$ cat src/rtl/sha256_padder.sv
// SHA-256 message padder: packs a byte stream into 512-bit blocks and appends 0x80, zero fill and the 64-bit big-endian bit length.
// Define SHA256_PADDER_LEN_ERR_EN to add the sticky len_err flag, which is set when the bit counter overflows.
module sha256_padder #(
  parameter int LEN_W = 64
) (
  input  logic         clock,
  input  logic         reset,
  input  logic         in_valid,
  output logic         in_ready,
  input  logic [7:0]   in_data,
  input  logic         in_keep,
  input  logic         in_last,
  output logic [511:0] block_out,
  output logic         block_valid,
  input  logic         block_ready,
  output logic         block_first,
  output logic         block_last,
  output logic         len_err
);

  typedef enum logic [1:0] {FILL, OUT_DATA, OUT_PAD, OUT_LEN} state_t;

  state_t           state;
  logic [0:63][7:0] buf_q;
  logic [6:0]       n;
  logic [LEN_W-1:0] bit_cnt;
  logic             first_q;
  logic             last_q;
  logic             pad_pending;

  logic             in_fire;
  logic             blk_fire;
  logic [6:0]       m;
  logic [LEN_W-1:0] cnt_inc;
  logic [LEN_W-1:0] cnt_fin;
  logic [63:0]      len_fin;
  logic [63:0]      len_cur;
  logic [0:63][7:0] pad_blk;
  logic [0:63][7:0] len_blk;

  assign in_ready    = (state == FILL) && !reset;
  assign block_valid = (state != FILL);
  assign block_out   = buf_q;
  assign block_first = first_q;
  assign block_last  = last_q;
  assign in_fire     = in_valid && in_ready;
  assign blk_fire    = block_valid && block_ready;

  assign m       = in_keep ? n + 7'd1 : n;
  assign cnt_inc = bit_cnt + LEN_W'(8);
  assign cnt_fin = in_keep ? cnt_inc : bit_cnt;
  assign len_fin = 64'(cnt_fin);
  assign len_cur = 64'(bit_cnt);

  // Final data block: bytes past n are already zero, so only the marker and length need placing.
  // NOTE: every variable written here gets a full default first, so no latch can be inferred.
  always_comb begin
    pad_blk = buf_q;
    if (in_keep) pad_blk[n[5:0]] = in_data;
    if (!m[6]) pad_blk[m[5:0]] = 8'h80;
    if (m <= 7'd55) pad_blk[56:63] = len_fin;
  end

  always_comb begin
    len_blk        = '0;
    len_blk[0]     = pad_pending ? 8'h80 : 8'h00;
    len_blk[56:63] = len_cur;
  end

  // NOTE: the block buffer is reset, not just the control state, because block_out must read 0 after reset.
  // NOTE: sequential state uses non-blocking assignments only, so every register sees pre-edge values.
  always_ff @(posedge clock) begin
    if (reset) begin
      state       <= FILL;
      buf_q       <= '0;
      n           <= '0;
      bit_cnt     <= '0;
      first_q     <= 1'b1;
      last_q      <= 1'b0;
      pad_pending <= 1'b0;
    end else begin
      case (state)
        FILL: begin
          if (in_fire) begin
            if (in_last) begin
              buf_q       <= pad_blk;
              bit_cnt     <= cnt_fin;
              last_q      <= (m <= 7'd55);
              pad_pending <= m[6];
              state       <= OUT_PAD;
            end else if (in_keep) begin
              buf_q[n[5:0]] <= in_data;
              n             <= n + 7'd1;
              bit_cnt       <= cnt_inc;
              if (n == 7'd63) begin
                last_q <= 1'b0;
                state  <= OUT_DATA;
              end
            end
          end
        end
        OUT_DATA: begin
          if (blk_fire) begin
            buf_q   <= '0;
            n       <= '0;
            first_q <= 1'b0;
            state   <= FILL;
          end
        end
        OUT_PAD: begin
          if (blk_fire) begin
            if (last_q) begin
              buf_q       <= '0;
              n           <= '0;
              bit_cnt     <= '0;
              first_q     <= 1'b1;
              last_q      <= 1'b0;
              pad_pending <= 1'b0;
              state       <= FILL;
            end else begin
              buf_q   <= len_blk;
              first_q <= 1'b0;
              last_q  <= 1'b1;
              state   <= OUT_LEN;
            end
          end
        end
        OUT_LEN: begin
          if (blk_fire) begin
            buf_q       <= '0;
            n           <= '0;
            bit_cnt     <= '0;
            first_q     <= 1'b1;
            last_q      <= 1'b0;
            pad_pending <= 1'b0;
            state       <= FILL;
          end
        end
        default: state <= FILL;
      endcase
    end
  end

`ifdef SHA256_PADDER_LEN_ERR_EN
  logic len_err_q;

  // The counter only ever holds multiples of 8, so it wraps exactly when the bits above bit 2 are all ones.
  always_ff @(posedge clock) begin
    if (reset) begin
      len_err_q <= 1'b0;
    end else if (in_fire && in_keep && (&bit_cnt[LEN_W-1:3])) begin
      len_err_q <= 1'b1;
    end
  end

  assign len_err = len_err_q;
`else
  assign len_err = 1'b0;
`endif

endmodule

$ cat config.mk
export PLATFORM = sky130hd
export DESIGN_NAME = sha256_padder
export DESIGN_NICKNAME = d
export VERILOG_FILES = /design/src/rtl/sha256_padder.sv
export SDC_FILE = /design/constraint.sdc
export NUM_CORES = 1
export LEC_CHECK = 0
export ABC_AREA = 1
export BUFFER_PORTS_ARGS = -buffer_cell sky130_fd_sc_hd__buf_4
export CORE_AREA = 2 2 234 236
export DETAILED_ROUTE_END_ITERATION = 10
export DIE_AREA = 0 0 236 238
export GPL_TIMING_DRIVEN = 0
export MAX_ROUTING_LAYER = met4
export PLACE_DENSITY_LB_ADDON = 0.1
export SKIP_LAST_GASP = 1
export SLEW_MARGIN = 40
export SYNTH_ARGS = -nofsm -noshare
export SYNTH_HDL_FRONTEND = slang
export SYNTH_SLANG_ARGS = --single-unit
$ cat constraint.sdc
create_clock -name clock -period 2.6 [get_ports clock]
set_clock_uncertainty 0.15 [all_clocks]
set_input_delay 0.52 -clock clock [delete_from_list [all_inputs] [get_ports clock]]
set_output_delay 0.52 -clock clock [all_outputs]
set_load 0.02 [all_outputs]
[Yosys cells after proc, flatten, opt, wreduce, memory -nomap -nowiden]
Index checks and enable logic that the tools add are counted.
Word-level totals
  flip-flop bits (word level): 588
  word-level logic and storage cells: 167
Operators by class
  add/subtract/negate cells: 2
  order comparisons: 5
  equal/unequal tests: 14
  multiplexer cells: 53
  bitwise logic cells: 5
  reductions and logical operators: 18
Operators with widths (count)
  two-way mux 512 bit: 7
  case mux 512 bit (3 select lines): 1
  bitwise mux 512 bit: 1
  AND 448 bit: 1
  NOT 448 bit: 1
  two-way mux 64 bit: 6
  case mux 64 bit (3 select lines): 1
  demux 8 bit (select 6 bit): 2
  adder 64 x 4 -> 64 bit, second input constant: 1
  bitwise OR 64 bit: 1
  two-way mux 7 bit: 6
  two-way mux 8 bit: 3
  case mux 7 bit (3 select lines): 1
  AND reduction 5 bit: 3
  greater-or-equal comparator 7 bit, second input constant: 2
  less-than comparator 7 x 1 -> 1 bit, second input constant: 2
  two-way mux 1 bit: 14
  two-way mux 2 bit: 7
  inequality test 2 bit, second input constant: 7
  NOT 6 -> 7 bit: 2
  AND reduction 6 bit: 2
  case mux 1 bit (3 select lines): 3
  adder 7 x 1 -> 7 bit, second input constant: 1
  == test 7 x 6 -> 1 bit, second input constant: 1
  15 further kinds: 21

[Longest topological paths before layout]
  word-level depth: 14
  depth in mapped cells: 16

[Worst setup path after synthesis]
OpenSTA, ideal clock, no wires.
  kind: input port to flip-flop
  start: in in_keep
  end: reg buf_q (netlist bit block_out[256])
  setup time: 125 ps
  arrival: 1947 ps
  data required time: 2325 ps
  path slack: 378 ps
  stages on the path: 11
  path buffers: 1
  cells stage by stage: buf_4 nand2_1 inv_1 nor2_2 inv_1 nor2_1 nand3_1 nor2_1 nand2_1 a21oi_2 nor3_1
Between the ends
  cells in the longest elaborated chain, start to end: 12
  elaborated cells on any way between the ends: 14
  those cells by class: 2 x order compare; 8 x mux; 3 x bitwise; 1 x reduce/logical
RTL lines
  from (decl): RTL line 11  | input logic in_keep,
  two-way mux 7 bit
  NOT 6 -> 7 bit (not written as such): RTL line 60  | if (!m[6]) pad_blk[m[5:0]] = 8'h80;
  greater-or-equal comparator 7 bit (not written as such) / less-than comparator 7 x 1 -> 1 bit (equally long branches): RTL line 60
  logical AND 1 bit (not written as such): RTL line 60
  two-way mux 8 bit (not written as such): RTL line 60
  demux 8 bit (select 6 bit): RTL line 60
  NOT 448 bit (no source line)
  AND 448 bit (no source line)
  two-way mux 512 bit: RTL line 60
  two-way mux 512 bit *: RTL line 85  | if (in_last) begin
  two-way mux 512 bit *: RTL line 84  | if (in_fire) begin
  case mux 512 bit (3 select lines) *: RTL line 82  | case (state)
  to (signal assigned): RTL line 86  | buf_q <= pad_blk;
  to (signal, indexed assignment): RTL line 92  | buf_q[n[5:0]] <= in_data;
  to (signal assigned): RTL line 121  | buf_q <= len_blk;
  to (decl): RTL line 24  | logic [0:63][7:0] buf_q;
Mark *: on every way between the ends. The rest lies on a longest branch, timed or not. The select of a mux whose other input is x is not followed.
A chain may end at the register's enable or synchronous reset.

[Worst setup path after layout]
  start: reg state[1]
  end: out in_ready
Between the ends
  cells in the longest elaborated chain, start to end: 2
RTL lines
  from (decl): RTL line 23  | state_t state;
  from (signal assigned): RTL line 74  | state <= FILL;
  from (signal assigned): RTL line 90  | state <= OUT_PAD;
  from (signal assigned): RTL line 97  | state <= OUT_DATA;
  zero test 2 bit: RTL line 41  | assign in_ready = (state == FILL) && !reset;
  logical AND 1 bit: RTL line 41
  to (decl): RTL line 9  | output logic in_ready,
No other way between the ends.

==> metrics.json <==
{
  "yosys_warnings": 0,
  "dr_wl_met2_microns": 53380,
  "register_bit_count_reported_by_yosys": 585,
  "chipWidth_microns": 236,
  "cts_buffer_depth": 3,
  "instances_no_fill": 5312,
  "yosys.cell_types.count": 48,
  "status": "completed",
  "grt_antenna_before_repair": 3,
  "globalRouteOverflowTotal": 0,
  "io_pins": 531,
  "p_leak_uw": 0.01449,
  "post_cts_clock_slew_at_the_launch_and_capture_registers_of_the_worst_setup_and_hold_paths_ns": 0.07,
  "worstHoldEndpoint": "block_first",
  "cp_cell_sequence": "nor2_4 -> nand2_1 -> inv_2 -> buf_8 -> buf_4",
  "cts_num_sinks": 585,
  "post-place-cells": 5168,
  "share_clk_of_total_power": 0.406,
  "fin_nets": 4580,
  "worstPathBufferInverterCount": 3,
  "hp-start": "block_ready",
  "syn_inst": 3944,
  "setup_violations": 0,
  "cellPowerDensity_mw_per_mm2": 681.1,
  "r2r-start": "state[1]",
  "maximum_vdd_drop_uv": 522.6,
  "cts_tree": "built",
  "synth_simple_gate_area_frac": 0.3862,
  "crit_end_element": "output port",
  "largest_family_of_logic_cells_by_synthesized_area": "simple AND/OR/NAND/NOR gates",
  "post-route-drc-count": 0,
  "yosysMostFrequentCell": "nor2_1",
  "yosys_most_used_dff": "dfxtp_1",
  "synth_enable_flop_cells": 0,
  "post_synth_fa_ha_maj_area_fraction": 0.0009384,
  "rows": 85,
  "drt-pass1-iter-count": 7,
  "post-synth-top-area-fraction": 0.4392,
  "detailedRoute.firstIterationViolations": 3024,
  "timing.final.max_slew_violations": 0,
  "timing_worst_slew_pin_value_ns": 0.8706,
  "synth_nets": 3960,
  "design.die.area_sq_mm": 0.05617,
  "io_buffer_count": 528,
  "synth-xor-area-share": 0.009525,
  "synth_async_sr_flop_share": 0,
  "slew_headroom": 0.4196,
  "hold_path_class": "primary input to flip-flop",
  "synth-compound-area-share": 0.1031,
  "fin_crit_ns": 2.559,
  "path_max_fanout": 10,
  "met3WireLength_microns": 10700,
  "top_signal_layer_used": "met4",
  "cts-htree-levels": 2,
  "cp-start-kind": "flip-flop",
  "internal_power_uw": 16130,
  "grt_start_max_net_pins": 20,
  "hold_violations": 0,
  "postCtsHoldBufs": 0,
  "finalCritPeriodShare": 0.9843,
  "effective_utilization_at_floorplan": 0.4985,
  "vias_in_the_first_global_route": 27050,
  "synth_common_cells": "991 x nor2_1, 762 x nand2_1, 585 x dfxtp_1",
  "average_wire_per_standard_cell_microns": 21.65,
  "max_freq_ghz": 0.3907,
  "coreArea_sq_mm": 0.05350,
  "criticalPathCategory": "flip-flop to output port",
  "grt_pass1_wl_microns": 167900,
  "route.layer.met1.wl_microns": 44070,
  "vias": 29790,
  "worst-r2r-cell-count": 9,
  "worst_skew_pair.late_latency_ns": 0.65,
  "cp.arrival_ns": 1.89,
  "final_antenna_net_count": 0,
  "max_cap_violations": 0,
  "r2r_setup_slack_ns": 0.05,
  "syn_avg_cell_area_sq_um": 6.761,
  "critPathSlowestCell": "dfxtp_1",
  "fill_cells": 5098,
  "power_frac_comb": 0.193,
  "die_height_microns": 238,
  "post_synth_mux_area_share": 0.001126,
  "area_of_the_mapped_netlist_sq_mm": 0.02667,
  "post_synth_main_area_contributors": "dfxtp_1 44%, nor2_1 14%, nand2_1 11%, nor3_1 7.5%, a21oi_1 4.3%",
  "synth_top_area_cell": "dfxtp_1",
  "sequential_share_of_power": 0.401,
  "grt_setup_unrepaired": "yes",
  "globalplace.congestion": 1.016,
  "cp_top_family": "buffers and inverters",
  "worst-endpoint-required_ns": 1.93,
  "dp.final_hpwl_microns": 85340,
  "detail_route.wirelength_microns": 115000,
  "flow.area_growth_from_synthesis_pct": 29.76,
  "sw_frac_of_total": 0.3156,
  "holdPathStages": 3,
  "synth.yosys.seq_area_share": 0.4392,
  "avgViaCountPerCell": 5.608,
  "rr_endpoint": "bit_cnt[55]",
  "cts-root-buf": "clkbuf_16",
  "cp_slowest_stage_delay_ns": 0.38,
  "grt_util_all_layers": 0.4023,
  "post_route_cells_drive_above_1_share": 0.1955,
  "cts_buffers": 61,
  "switching_power_uw": 7437,
  "total_power_uw": 23570
}
==> cell usage in the layout (no fill, tap or decap), types with 7 or more instances in the layout <==
| cell type | n |
|---|---|
| nand2_1 | 746 |
| nand4_1 | 20 |
| nor3_4 | 7 |
| nor2_1 | 979 |
| inv_1 | 220 |
| nand2_4 | 8 |
| nor3_1 | 402 |
| a21oi_4 | 45 |
| nor2_4 | 19 |
| a21oi_2 | 11 |
| dfxtp_1 | 580 |
| nand3_1 | 177 |
| buf_2 | 12 |
| bufinv_16 | 9 |
| clkinv_2 | 10 |
| nand2_2 | 39 |
| clkbuf_8 | 14 |
| clkbuf_2 | 20 |
| buf_4 | 569 |
| clkbuf_1 | 110 |
| o21ai_0 | 148 |
| clkbuf_16 | 62 |
| o211ai_1 | 29 |
| a21oi_1 | 228 |
| inv_2 | 13 |
| nor2_2 | 17 |
| xor2_1 | 23 |
| or2_2 | 9 |
==> per-stage QoR <==
stage	util	setup slack (ns)	hold slack [ns]	setup TNS (ns)	area, sq um
finish	0.6468	0.04077	0.1758	0	34600
global route	0.6468	-0.06556	0.1593	-1.079	34600
CTS	0.6377	-0.06355	0.1394	-0.4698	34120
detailed placement	0.5890	-0.5136	0.3255	-128.87	31510
global placement	0.5888	-0.6031	0.3209	-129.98	31500
floorplan	-	0.3777	0.3070	0	26670
==> what timing repair did <==
action | CTS | global route
resized for setup | 69 | 89
gates cloned | 0 | 0
endpoints found under the setup margin | 552 | 521
setup buffers | 13 | 17
pin swaps | 9 | 13
==> final cells by class <==
cell class                      count  area, sq um  area share
Antenna cell                        3        7.507   0.0002170
Buffer                            160        772.0     0.02231
Clock buffer                       88         1789     0.05171
Clock inverter                     24        381.6     0.01103
Inverter                          239        909.6     0.02629
Multi-Input combinational cell   2959        13890      0.4015
Sequential cell                   585        11720      0.3388
Tap cell                          696        870.8     0.02517
Timing Repair Buffer              558         4255      0.1230
==> how the worst max path moves through the flow <==
stage / from / to / slack, ns / cells past startpoint
2_1_floorplan: in_keep / block_out[256] / 0.38 / 11
3_3_place_gp: in_keep / block_out[260] / -0.60 / 11
3_5_place_dp: in_keep / block_out[29] / -0.51 / 11
4_1_cts: n[0] / block_out[220] / -0.06 / 13
5_1_grt: n[0] / block_out[35] / -0.07 / 14
6_report: state[1] / in_ready / 0.04 / 5
==> power by group through the flow <==
stage,sequential (uW),clock (uW),combinational [uW]
2_1_floorplan,9870,0,2210
3_3_place_gp,9640,0,4110
3_5_place_dp,9640,0,4120
4_1_cts,9450,9550,4290
5_1_grt,9480,9920,4790
6_report,9460,9560,4550
==> kinds of logic after synthesis <==
logic type                 after synthesis
DFF                                    585
adders and majority gates                2
xor gates and xnor gates                29
other                                    1
buffers and inverters                  400
and+or+nand+nor                       2440
AOI/OAI and AO/OA                      484
muxes                                    3
==> layer usage <==
metal / up-vias / track usage
met5: - / -
met4: 0 / 0.2088
met3: 352 / 0.07473
met2: 1588 / 0.6490
met1: 13810 / 0.4809
li1: 14050 / -
==> flip-flops by register name, summed over array words and instances (netlist names) <==
signal       count
bit_cnt         61
block_first      1
block_last       1
block_out      512
n                7
pad_pending      1
state            2
==> tightest hold or removal path, stage by stage <==
cell	delay [ns]
buf_4	0.13
nand2_1	0.14
o211ai_1	0.10
Power figures use the tool's default switching activity.
